**src/rtl/uart_rx.sv**
```systemverilog
// UART receiver: 16x-oversampled frame recovery with parity/stop checks
// and a single-entry holding register read back via rx_read_i.
//
// Ports: clk, rst_n (sync, active low), rx_tick (oversample strobe),
//   rx (async serial in), data_bit_num_i/parity_en_i/parity_type_i/
//   stop_bit_num_i (frame format), rx_read_i (consume strobe),
//   rx_data_o, rx_valid_o, rx_done_o, parity_err_o, frame_err_o,
//   overrun_o, rts_n.
// Option: define UART_RX_RTS_EN to drive rts_n from the holding-register
//   full flag; otherwise rts_n is tied low.
module uart_rx #(
  parameter int OVERSAMPLE = 16
) (
  input  logic       clk,
  input  logic       rst_n,
  input  logic       rx_tick,
  input  logic       rx,
  input  logic [1:0] data_bit_num_i,
  input  logic       parity_en_i,
  input  logic       parity_type_i,
  input  logic       stop_bit_num_i,
  input  logic       rx_read_i,
  output logic [7:0] rx_data_o,
  output logic       rx_valid_o,
  output logic       rx_done_o,
  output logic       parity_err_o,
  output logic       frame_err_o,
  output logic       overrun_o,
  output logic       rts_n
);

  localparam int CW = $clog2(OVERSAMPLE);
  localparam logic [CW-1:0] HALF_M1 = CW'(OVERSAMPLE / 2 - 1);
  localparam logic [CW-1:0] FULL_M1 = CW'(OVERSAMPLE - 1);

  typedef enum logic [2:0] {
    IDLE, START, DATA, PARITY, STOP
  } state_t;

  state_t state, state_n;

  logic          rx_m, rx_s, rx_d;
  logic [CW-1:0] cnt;
  logic [2:0]    idx;
  logic [2:0]    last_bit;
  logic [7:0]    shreg;
  logic          par_en, par_odd, two_stop;
  logic          perr, ferr;
  logic          fall, mid, complete;

  // Edge only, so a held-low line (break) cannot retrigger.
  assign fall = rx_d & ~rx_s;

  // Start is checked half a bit in; every later sample a full bit on.
  always_comb begin
    mid = rx_tick &&
          (cnt == ((state == START) ? HALF_M1 : FULL_M1));
  end

  always_ff @(posedge clk) begin
    if (!rst_n) state <= IDLE;
    else        state <= state_n;
  end

  always_comb begin
    state_n  = state;
    complete = 1'b0;
    case (state)
      IDLE:   if (fall) state_n = START;
      START:  if (mid) state_n = rx_s ? IDLE : DATA;
      DATA:   if (mid && idx == last_bit)
                state_n = par_en ? PARITY : STOP;
      PARITY: if (mid) state_n = STOP;
      STOP:   if (mid && idx[0] == two_stop) begin
                state_n  = IDLE;
                complete = 1'b1;
              end
      default: state_n = IDLE;
    endcase
  end

  always_ff @(posedge clk) begin
    if (!rst_n) begin
      rx_m         <= 1'b1;
      rx_s         <= 1'b1;
      rx_d         <= 1'b1;
      cnt          <= '0;
      idx          <= '0;
      last_bit     <= '0;
      shreg        <= '0;
      par_en       <= 1'b0;
      par_odd      <= 1'b0;
      two_stop     <= 1'b0;
      perr         <= 1'b0;
      ferr         <= 1'b0;
      rx_data_o    <= '0;
      rx_valid_o   <= 1'b0;
      rx_done_o    <= 1'b0;
      parity_err_o <= 1'b0;
      frame_err_o  <= 1'b0;
      overrun_o    <= 1'b0;
    end else begin
      rx_m      <= rx;
      rx_s      <= rx_m;
      rx_d      <= rx_s;
      rx_done_o <= complete;
      if (rx_tick) cnt <= cnt + CW'(1);
      case (state)
        IDLE: if (fall) begin
          cnt      <= '0;
          idx      <= '0;
          shreg    <= '0;
          perr     <= 1'b0;
          ferr     <= 1'b0;
          last_bit <= {1'b1, data_bit_num_i};
          par_en   <= parity_en_i;
          par_odd  <= parity_type_i;
          two_stop <= stop_bit_num_i;
        end
        START: if (mid) begin
          cnt <= '0;
          idx <= '0;
        end
        DATA: if (mid) begin
          shreg[idx] <= rx_s;
          idx <= (idx == last_bit) ? 3'd0 : idx + 3'd1;
        end
        PARITY: if (mid) perr <= rx_s != (^shreg ^ par_odd);
        STOP: if (mid) begin
          ferr <= ferr | ~rx_s;
          idx  <= idx + 3'd1;
        end
        default: ;
      endcase
      if (complete) begin
        if (!rx_valid_o || rx_read_i) begin
          rx_data_o    <= shreg;
          parity_err_o <= perr;
          frame_err_o  <= ferr | ~rx_s;
          rx_valid_o   <= 1'b1;
          overrun_o    <= 1'b0;
        end else begin
          overrun_o <= 1'b1;
        end
      end else if (rx_read_i && rx_valid_o) begin
        rx_valid_o <= 1'b0;
        overrun_o  <= 1'b0;
      end
    end
  end

`ifdef UART_RX_RTS_EN
  assign rts_n = rx_valid_o;
`else
  assign rts_n = 1'b0;
`endif

endmodule
```
**config.mk**
```make
export PLATFORM = sky130hd
export DESIGN_NAME = uart_rx
export DESIGN_NICKNAME = d
export VERILOG_FILES = /design/src/rtl/uart_rx.sv
export SDC_FILE = /design/constraint.sdc
export NUM_CORES = 1
export LEC_CHECK = 0
export CORE_UTILIZATION = 40
export CTS_CLUSTER_DIAMETER = 150
export DETAILED_ROUTE_END_ITERATION = 8
export PLACE_DENSITY = 0.63
export SLEW_MARGIN = 20
export SYNTH_ARGS = -nofsm -noshare
export SYNTH_HDL_FRONTEND = slang
export SYNTH_SLANG_ARGS = --single-unit
```
**constraint.sdc**
```tcl
create_clock -name clk -period 5.6 [get_ports clk]
set_input_delay 0.84 -clock clk [delete_from_list [all_inputs] [get_ports clk]]
set_output_delay 0.84 -clock clk [all_outputs]
set_load 0.02 [all_outputs]
```
---- Word-level counts from Yosys, hierarchy flattened ----
Index checks and enable logic that the tools add are counted.
cells by class
  muxes and demuxes ....................... 37
  add/subtract/negate cells ............... 2
  bitwise gates (word level) .............. 4
  multipliers ............................. 0
  reduce and logical (&&, ||, !) cells .... 22
  div/mod/pow operators ................... 0
  shift-type cells ........................ 0
  magnitude comparators ................... 2
  eq/ne operators ......................... 16
operator list
  cell                 number
  $mux 3               11
  $mux 4               4
  $mux 8               2
  $pmux 8 s2           1
  $pmux 3 s5           1
  $ne 2x2->1 const B   7
  $pmux 3 s4           1
  $mux 1               11
  $reduce_and 5->1     2
  $reduce_and 3->1     3
  $bwmux 8             1
  $pmux 4 s2           1
  $reduce_bool 2->1    4
  $reduce_xor 8->1     1
  $eq 3x2->1 const B   2
  $reduce_and 2->1     3
  $logic_and 1x1->1    5
  $add 4x1->4 const B  1
  $eq 4x4->1           1
  $lt 3x4->1 const B   1
  $pmux 1 s2           2
  $reduce_bool 4->1    1
  $add 3x1->3 const B  1
  $demux 1 s3          1
  other kinds (15)     15
storage, ports and cells
  RAM bits ................................ 0
  bits in latches ......................... 0
  memories kept ........................... 0
  bits in registers ....................... 42
  bits in read-only memories .............. 0
  bits of input ports ..................... 10

---- Logic depth before layout (Yosys ltp) ----
Gate-level depths: netlist (run 1).
  word-level depth ........................ 9
  gate-level depth with buffers ........... 7
  gate-level depth less buffers ........... 6

---- Worst setup path after synthesis (run 1) ----
Ideal clock, no wire load.
  path type ............................... input to register
  from .................................... input port rx_tick
  to ...................................... register state[2]
  arrival time ............................ 2.252 ns
  stages on the path ...................... 5
  setup slack ............................. 3.232 ns
  setup time .............................. 0.116 ns
  cells stage by stage .................... clkbuf_1 > nand3_1 > or4_4 > and3_1 > a41o_1
between the ends
  longest elaborated chain between the ends .. 4
ends and longest elaborated chain
  what                                  RTL line  source
  start: declaration                    16        input logic rx_tick,
  $logic_and 1x1->1 *                   56        mid = rx_tick &&
  $logic_and 1x1->1 (on tied branches)  74, 71
  $ne 2x2->1 (no line)                  -
  $reduce_and 5->1 (no line) *          -
  end signal: assignment                62        else state <= state_n;
  end: declaration                      40        state_t state, state_n;
Every way passes the cells marked *; elsewhere a longest branch is shown, timed or not.
A chain may end at the register's enable or synchronous reset.

---- Worst setup path after layout (run 1) ----
  from .................................... input port rx_tick
  to ...................................... register rx_data_o[6]
between the ends
  longest elaborated chain between the ends .. 5
ends and longest elaborated chain
  what                        RTL line  source
  $logic_and 1x1->1           56
  $logic_and 1x1->1           74        STOP: if (mid && idx[0] == two_stop) begin
  $mux 1                      74
  $mux 1                      68        case (state)
  $reduce_and 2->1 (no line)  -
  end signal: assignment      137       rx_data_o <= shreg;
  end: declaration            23        output logic [7:0] rx_data_o,
No other way between the ends.

==> results.ini, run 1 <==
[status]
status = finished, final reports clean

[cts]
cts.htree.levels = 2
cts_resized = 0
clk_pin_slew_worst_paths_ps = 90
cts_num_sinks = 42
tritoncts = done
clockBufferDepth = 2
root_buffer = clkbuf_8
clock_latency_ps = 300
cts_setup_buffers = 0
numCtsBuffers = 5
ctsHoldBuffers = 0

[layout]
syn2layout_area_growth_pct = 18.18
regArea_um2 = 840.8
diodes = 0
nFillCells = 461
fin_util_pct = 49.97
multi_input_area_um2 = 1110
design_area_um2 = 2407
final_cell_count_no_fill = 298
layout.nets = 242
drive_gt1_share_pct = 6.926

[placement]
io_buffers = 22
pre_cts_ws_ps = 2528
gp_congestion = 0.9090
place_area_um2 = 2270
hpwl_mm = 2.508
dp_cells = 290

[routing]
wl_per_cell_um = 12.13
vias = 1480
ant_nets = 0
dr.first_iter.drc_count = 143
drc = 0
dr.pass1.iters = 4
vias_per_cell = 4.966
drt_wl_total_mm = 3.615

[critical_path]
required_ps = 5790
worstPathMaxFanout = 11
worstSetupPathType = in2reg
reg2reg_depth = 5
end_kind = register
start_kind = primary input
worstPathArrival_ps = 2960

[synthesis]
synthArstFlopShare_pct = 0
synth_fp_nets = 227
synthCells = 215
synth_flop_cell = dfxtp_1
syn_avg_cell_area_um2 = 9.474
syn_area_um2 = 2037
yosysWarningCount = 0
synth_seq_cells = 42
synth_top_area_share_pct = 41.28
ys_seq_area_share_pct = 41.28
synth_area_leaders = dfxtp_1 (41%), mux2i_1 (10%), xnor2_1 (4.7%)
ys_types = 51
synth_edf_count = 0
yosysTopAreaCell = dfxtp_1

[die]
rows = 25
die_x_um = 73.36
dieArea_um2 = 5382
start_util_pct = 42.29
die_y_um = 73.36
ios = 24
coreArea_um2 = 4817

[timing]
period_share_pct = 49.40
hold_ws_ps = 405.3
grt_setup_unrepaired = false
fin_skew_ps = 9.698
worst_slew_pin_slew_ps = 923.2
fin_ws_ps = 2834
relSlewSlack_pct = 37.99
setup_viol = 0
fmax_ghz = 0.3615
hold_violations = 0
drv_slew = 0
tns_ps = 0
finalCriticalPeriod_ps = 2766

[hold_path]
hold_depth = 1
hold_path.class = reg2reg

[grt]
grt_max_degree = 37
grt_overflow = 0
grt_pass1_wl_mm = 6.120
grt_util_all_layers_pct = 14.94
first_global_vias = 1288
grt_antenna_before_repair = 0

[power_and_ir_drop]
p_leak_nw = 0.9038
power.total_uw = 629.8
vdd.ir_drop.worst_mv = 0.1270
powerDensity_nw_per_um2 = 261.6

[flow_run]
max_cap_violations = 0

[cells by family (layout without fill, tap and decap cells)]
group	count (synthesis)	in the layout	synth area share (%)
flip-flops	42	42	41.28
adder cells (fa/ha/maj)	2	2	1.228
AO/OA/AOI/OAI	28	28	10.44
XOR/XNOR	17	17	7.309
buffers and inverters	17	33	4.238
multiplexers	21	21	10.32
AND/OR/NAND/NOR	87	87	25.00
other	1	1	0.1841
[cell type report]
cell class                 count  area share, %
multi-input combinational    156          46.10
sequential                    42          34.93
timing repair buffer          23          9.459
tap                           67          3.482
clock buffer                   5          2.859
clock inverter                 3          2.859
inverter                       2         0.3119
[worst max-delay path, cell delays in order]
cell,delay (ps)
clkdlybuf4s50_1,590
nand3_1,290
nor4_4,900
mux2i_1,270
nor2b_1,60
[cell usage in the layout, fill, tap and decap left out, types with 4 or more instances in the layout]
master and instances:
xor2_1 6, nand3b_1 5, nand2b_1 4, a21boi_0 6, nand3_1 4, nor2_1 19, mux2i_1 21, dfxtp_1 42
o21ai_0 4, nor2b_1 11, clkbuf_8 5, nand2_1 18, clkdlybuf4s50_1 22, xnor2_1 11
[state kept, by name, summed over array words and instances (netlist names), 3 cells and up]
register / flops
rx_data_o: 8
cnt: 4
idx: 3
state: 3
last_bit: 3
shreg: 8
[report_power, final]
group	switching, mW	internal, mW
logic	0.0181	0.0177
clock network	0.107	0.179
registers	0.00553	0.303
[routing by layer]
metal / wire, um / up-vias / track usage (%)
met5: 0 / - / 0
met4: 59 / 0 / 5.556
met3: 192 / 7 / 4.115
met2: 1490 / 42 / 20.99
met1: 1871 / 656 / 21.63
li1: - / 775 / -
[cells in the mapped netlist, types with 3 or more instances]
master     n
xnor2_1   11
a21boi_0   6
nand2b_1   4
nand4_1    3
nand3b_1   5
nor2b_1   11
nand3_1    4
dfxtp_1   42
xor2_1     6
o21a_1     3
nand2_1   18
o21ai_0    4
nor3_1     3
mux2i_1   21
nor2_1    19
nand4b_1   3
clkbuf_1   9
[final timing paths]
| check | start | to | slack [ps] |
|---|---|---|---|
| max | rx_tick | rx_data_o[6] | 2830 |
| min | rx_m | rx_s | 410 |
| max reg2reg | state[2] | rx_data_o[6] | 3130 |
| min reg2reg | rx_m | rx_s | 410 |
(Power assumes the default switching activity.)
==> run 2, diff against run 1 <==
--- a/config.mk
+++ b/config.mk
@@ -8,7 +8,7 @@
 export CORE_UTILIZATION = 40
 export CTS_CLUSTER_DIAMETER = 150
 export DETAILED_ROUTE_END_ITERATION = 8
-export PLACE_DENSITY = 0.63
+export PLACE_DENSITY = 0.66
 export SLEW_MARGIN = 20
 export SYNTH_ARGS = -nofsm -noshare
 export SYNTH_HDL_FRONTEND = slang
==> constraint.sdc (replaced) <==
create_clock -name clk -period 2.21 [get_ports clk]
set_input_delay 0.3315 -clock clk [delete_from_list [all_inputs] [get_ports clk]]
set_output_delay 0.3315 -clock clk [all_outputs]
set_load 0.02 [all_outputs]
==> run 2 against run 1 <==
Effect of this change:
- sequential cell count stayed put
- clock power is 110% higher
- clock skew is 7.0 ps lower
- design area is 3.4% higher
- register-to-register slack worse by 3000 ps
- total power is 140% higher
- via count is 4.3% higher
- worst hold slack better by 4.6 ps
- setup slack worse by 2700 ps
- largest power group unchanged
- die area stayed put
- wire length is 3.7% higher
==> results.ini, run 2 (synthesized netlist as in run 1, its figures left out) <==
[critical_path]
r2r_end = state[2]
required_ps = 2390  ; -3400 ps
worstPathArrival_ps = 2240  ; -720 ps
start_kind = register
r2r_start = state[1]
worstSetupPathType = reg2reg
reg2reg_depth = 5  ; unchanged
reg2reg_slack_ps = 150  ; -2980 ps
end_kind = register
worstPathMaxFanout = 13  ; +2

[layout]
drive_gt1_share_pct = 10.79  ; +3.9 points
design_area_um2 = 2490  ; +3.4%
final_cell_count_no_fill = 308  ; +3.4%
mostFrequentLayoutCells = dfxtp_1 (42), clkdlybuf4s50_1 (22), mux2i_1 (21)
diodes = 0  ; unchanged
syn2layout_area_growth_pct = 22.24
reg.largest.list = rx_data_o (8), shreg (8), cnt (4)
fin_util_pct = 51.69  ; +1.7 points
layout_commonest_cell = dfxtp_1
layout.nets = 253  ; +4.5%

[power_and_ir_drop]
power.total_mw = 1.492  ; +140%
powerDensity_nw_per_um2 = 599.1  ; +130%
p_leak_nw = 0.9558  ; +5.8%
vdd.ir_drop.worst_mv = 0.3378  ; +170%

[timing]
hold_violations = 0  ; unchanged
hold_ws_ps = 409.9  ; +4.622 ps
worst_slew_pin_slew_ps = 661.3  ; -261.9 ps
relSlewSlack_pct = 55.60  ; +18 points
fin_ws_ps = 150.0  ; -2684 ps
tns_ps = 0  ; unchanged
fin_skew_ps = 2.674  ; -7.024 ps
finalCriticalPeriod_ps = 2060
fmax_ghz = 0.4854
setup_viol = 0  ; unchanged
drv_slew = 0  ; unchanged
period_share_pct = 93.21
grt_setup_unrepaired = false

[routing]
vias = 1544  ; +4.3%
drt_wl_total_mm = 3.749  ; +3.7%
wl_per_cell_um = 12.17  ; +0.34%
ant_nets = 0  ; unchanged
dr.pass1.iters = 4  ; unchanged
vias_per_cell = 5.013  ; +0.94%
dr.first_iter.drc_count = 96  ; -33%
drc = 0  ; unchanged

[cts]
clock_latency_ps = 280  ; -20 ps
ctsHoldBuffers = 0  ; unchanged
root_buffer = clkbuf_8
cts_resized = 0  ; unchanged
clk_pin_slew_worst_paths_ps = 70  ; -20 ps
numCtsBuffers = 5  ; unchanged
cts.htree.levels = 2  ; unchanged
cts_setup_buffers = 0  ; unchanged
clockBufferDepth = 2  ; unchanged
cts_num_sinks = 42  ; unchanged
tritoncts = done

[die]
coreArea_um2 = 4817  ; unchanged
dieArea_um2 = 5382  ; unchanged
rows = 25  ; unchanged
die_x_um = 73.36  ; unchanged
ios = 24  ; unchanged
die_y_um = 73.36  ; unchanged
start_util_pct = 42.29  ; unchanged

[placement]
pre_cts_ws_ps = 109.0  ; -2419 ps
io_buffers = 22  ; unchanged
gp_congestion = 0.8959  ; -1.4%
hpwl_mm = 2.675  ; +6.7%
place_area_um2 = 2377  ; +4.7%
dp_cells = 301  ; +3.8%

[hold_path]
holdCritStartpoint = rx_m
hold_depth = 1  ; unchanged
holdPathEnd = rx_s
hold_path.class = reg2reg

[grt]
grt_pass1_wl_mm = 6.403  ; +4.6%
grt_overflow = 0  ; unchanged
grt_max_degree = 37  ; unchanged
first_global_vias = 1434  ; +11%
grt_antenna_before_repair = 0  ; unchanged
grt_util_all_layers_pct = 15.46  ; +0.52 points

[flow_run]
max_cap_violations = 0  ; unchanged

[status]
status = finished, final reports clean

## run 2: layout make-up
class                           instances  area (um^2)
Clock buffer                            6        82.58
Multi-Input combinational cell        156         1110
Tap cell                               67        83.83
Fill cell                             466         2327
Timing Repair Buffer                   34        335.3
Inverter                                2        7.507
Sequential cell                        42        840.8
Clock inverter                          1        30.03
## run 2: how the worst max path moves through the flow
| stage | from | end | slack (ps) | cells after the start |
|---|---|---|---|---|
| detailed placement | rx_tick | rx_data_o[6] | 110 | 7 |
| CTS | state[1] | state[1] | 180 | 5 |
| finish | state[1] | state[2] | 150 | 5 |
| floorplan | idx[1] | state[2] | 280 | 6 |
| global placement | rx_tick | state[2] | 200 | 5 |
| global route | state[1] | state[1] | 30 | 5 |
## run 2: critical path: stages (launching register included)
cell and delay [ps]:
dfxtp_1 590, nor3b_2 100, xnor2_1 270, or4_4 590, and3_1 200, a41o_1 200
## run 2: per-layer routing
metal | part of all wire (%) | wire (um) | global-route usage [%]
met3 | 2.7 | 103 | 2.881
met5 | 0 | 0 | 0
met2 | 44 | 1662 | 23.97
met4 | 1.8 | 67 | 7.479
met1 | 51 | 1915 | 20.68
## run 2: power breakdown
part,switching [mW],internal [mW],total [mW]
Combinational,0.0547,0.0544,0.109
Clock,0.244,0.361,0.605
Sequential,0.00891,0.768,0.777
==> run 3, diff against run 2 <==
==> constraint.sdc (replaced) <==
create_clock -name clk -period 1.7 [get_ports clk]
set_input_delay 0.255 -clock clk [delete_from_list [all_inputs] [get_ports clk]]
set_output_delay 0.255 -clock clk [all_outputs]
set_load 0.02 [all_outputs]
==> run 3 against run 2 <==
Effect of this change:
- register-to-register slack lost 240 ps
- highest routed layer unchanged
- setup slack worse by 240 ps
- combinational power grew 75%
- non-clock buffer count grew 23
- wire length increased by 11%
- clock skew rose by 5.0 ps
- the flow now finishes with violations (negative setup slack)
- die area did not move
- sequential cell count unchanged
- final cell count up 7.8%
- utilization rose by 5.4 points
- clock-buffer cell count up 1
==> results.ini, run 3 (synthesized netlist as in run 1, its figures left out) <==
[cts]
clk_pin_slew_worst_paths_ps = 80  ; about the same
ctsHoldBuffers = 0  ; unchanged
cts_num_sinks = 42  ; unchanged
root_buffer = clkbuf_8
cts.htree.levels = 2  ; unchanged
tritoncts = done
clockBufferDepth = 2  ; unchanged
numCtsBuffers = 5  ; unchanged
clock_latency_ps = 290  ; about the same

[die]
ios = 24  ; unchanged
rows = 25  ; unchanged
die_x_um = 73.36  ; unchanged
dieArea_um2 = 5382  ; unchanged
start_util_pct = 42.29  ; unchanged
coreArea_um2 = 4817  ; unchanged
die_y_um = 73.36  ; unchanged

[placement]
io_buffers = 22  ; unchanged
gp_congestion = 0.8613  ; -3.9%
place_area_um2 = 2559  ; +7.6%
dp_cells = 323  ; +7.3%
hpwl_mm = 3.032  ; +13%

[timing]
grt_setup_unrepaired = true
hold_violations = 0  ; unchanged
fin_ws_ps = -86.03  ; -236.0 ps
setup_viol = 16  ; +16
drv_slew = 0  ; unchanged
fin_skew_ps = 7.635  ; +4.961 ps
finalCriticalPeriod_ps = 1786  ; -274.0 ps
fmax_ghz = 0.5599  ; +15%
period_share_pct = 105.1  ; +12 points

[routing]
vias_per_cell = 4.940  ; -1.5%
dr.pass1.iters = 4  ; unchanged
vias = 1640  ; +6.2%
ant_nets = 0  ; unchanged
drc = 0  ; unchanged
dr.first_iter.drc_count = 54  ; -44%
drt_wl_total_mm = 4.177  ; +11%
wl_per_cell_um = 12.58  ; +3.4%

[critical_path]
critPathLaunch = state[1]
reg2reg_depth = 6  ; +1
reg2reg_slack_ps = -90  ; -240 ps
r2r_end = state[2]
r2r_start = state[1]
worstPathArrival_ps = 1980  ; -260 ps
end_kind = register
required_ps = 1890  ; -500 ps
start_kind = register
critPathCapture = state[2]
worstPathMaxFanout = 10  ; -3
worstSetupPathType = reg2reg

[status]
status = finished, violations left
violations = negative setup slack

[power_and_ir_drop]
vdd.ir_drop.worst_mv = 0.5226  ; +55%
p_leak_nw = 1.077  ; +13%
powerDensity_nw_per_um2 = 684.9  ; +14%

[layout]
reg.largest.list = rx_data_o (8), shreg (8), cnt (4)
diodes = 0  ; unchanged
drive_gt1_share_pct = 25.28  ; +14 points
layout_commonest_cell = dfxtp_1
layout.nets = 276  ; +9.1%
final_cell_count_no_fill = 332  ; +7.8%
mostFrequentLayoutCells = dfxtp_1 (35), buf_4 (29), clkdlybuf4s50_1 (22)
design_area_um2 = 2751  ; +11%
syn2layout_area_growth_pct = 35.07

[grt]
grt_max_degree = 14  ; -62%
grt_util_all_layers_pct = 17.25  ; +1.8 points
grt_antenna_before_repair = 0  ; unchanged
first_global_vias = 1522  ; +6.1%
grt_overflow = 0  ; unchanged
grt_pass1_wl_mm = 7.141  ; +12%

[flow_run]
max_cap_violations = 0  ; unchanged

[hold_path]
hold_path.class = reg2reg
hold_depth = 1  ; unchanged

==> run 3: what timing repair did <==
item / in CTS / in global routing
pin swaps: 4 / 6
resized for setup: 14 / 13
setup buffers: 1 / 0
setup endpoints to repair: 22 / 34
==> run 3: worst min-delay path by stage <==
stage / startpoint / endpoint / slack, ps
floorplan: rx_read_i / overrun_o / 350
global placement: rx_m / rx_s / 410
detailed placement: rx_m / rx_s / 410
CTS: rx_m / rx_s / 430
global route: rx_m / rx_s / 430
finish: rx_m / rx_s / 430
==> run 3: final cells by class <==
cell class                      instances  area (um^2)
Timing Repair Buffer                   57        523.0
Inverter                                2        7.507
Multi-Input combinational cell        156         1187
Fill cell                             466         2066
Clock buffer                            7        86.33
Sequential cell                        42        854.6
Clock inverter                          1        8.758
Tap cell                               67        83.83
==> run 3: routing by layer <==
metal | wire length (um) | GRT usage (%) | vias up
met3 | 105 | 4.527 | 4
met5 | 0 | 0 | -
met1 | 2157 | 24.28 | 764
li1 | - | - | 848
met2 | 1877 | 26.44 | 24
met4 | 36 | 3.846 | 0
==> run 3: worst max-delay path, cell delays in order, from the launching register on <==
cell     delay (ps)
dfxtp_4         370
buf_4           170
nor2b_1         160
o311a_1         140
or4_4           450
and3_1          200
a41o_1          190
==> run 3: per-stage QoR <==
| step | hold slack, ps | setup slack [ps] | setup TNS, ps | total power, mW | utilization [%] |
|---|---|---|---|---|---|
| 2_1_floorplan | 353.9 | -151.3 | -417.0 | 1.126 | - |
| 3_3_place_gp | 413.9 | -214.7 | -4144 | 1.208 | 53.12 |
| 3_5_place_dp | 411.2 | -233.4 | -4889 | 1.211 | 53.12 |
| 4_1_cts | 431.5 | -74.81 | -591.6 | 1.897 | 56.18 |
| 5_1_grt | 433.6 | -160.6 | -2228 | 1.973 | 57.12 |
| 6_report | 428.3 | -86.03 | -326.6 | 1.884 | 57.12 |
==> run 3: power by group <==
group          leakage, nW  switching (mW)  internal, mW
Combinational        0.684          0.0861         0.105
Sequential           0.344          0.0113         0.996
Clock               0.0489           0.350         0.336
Total                 1.08           0.447          1.44
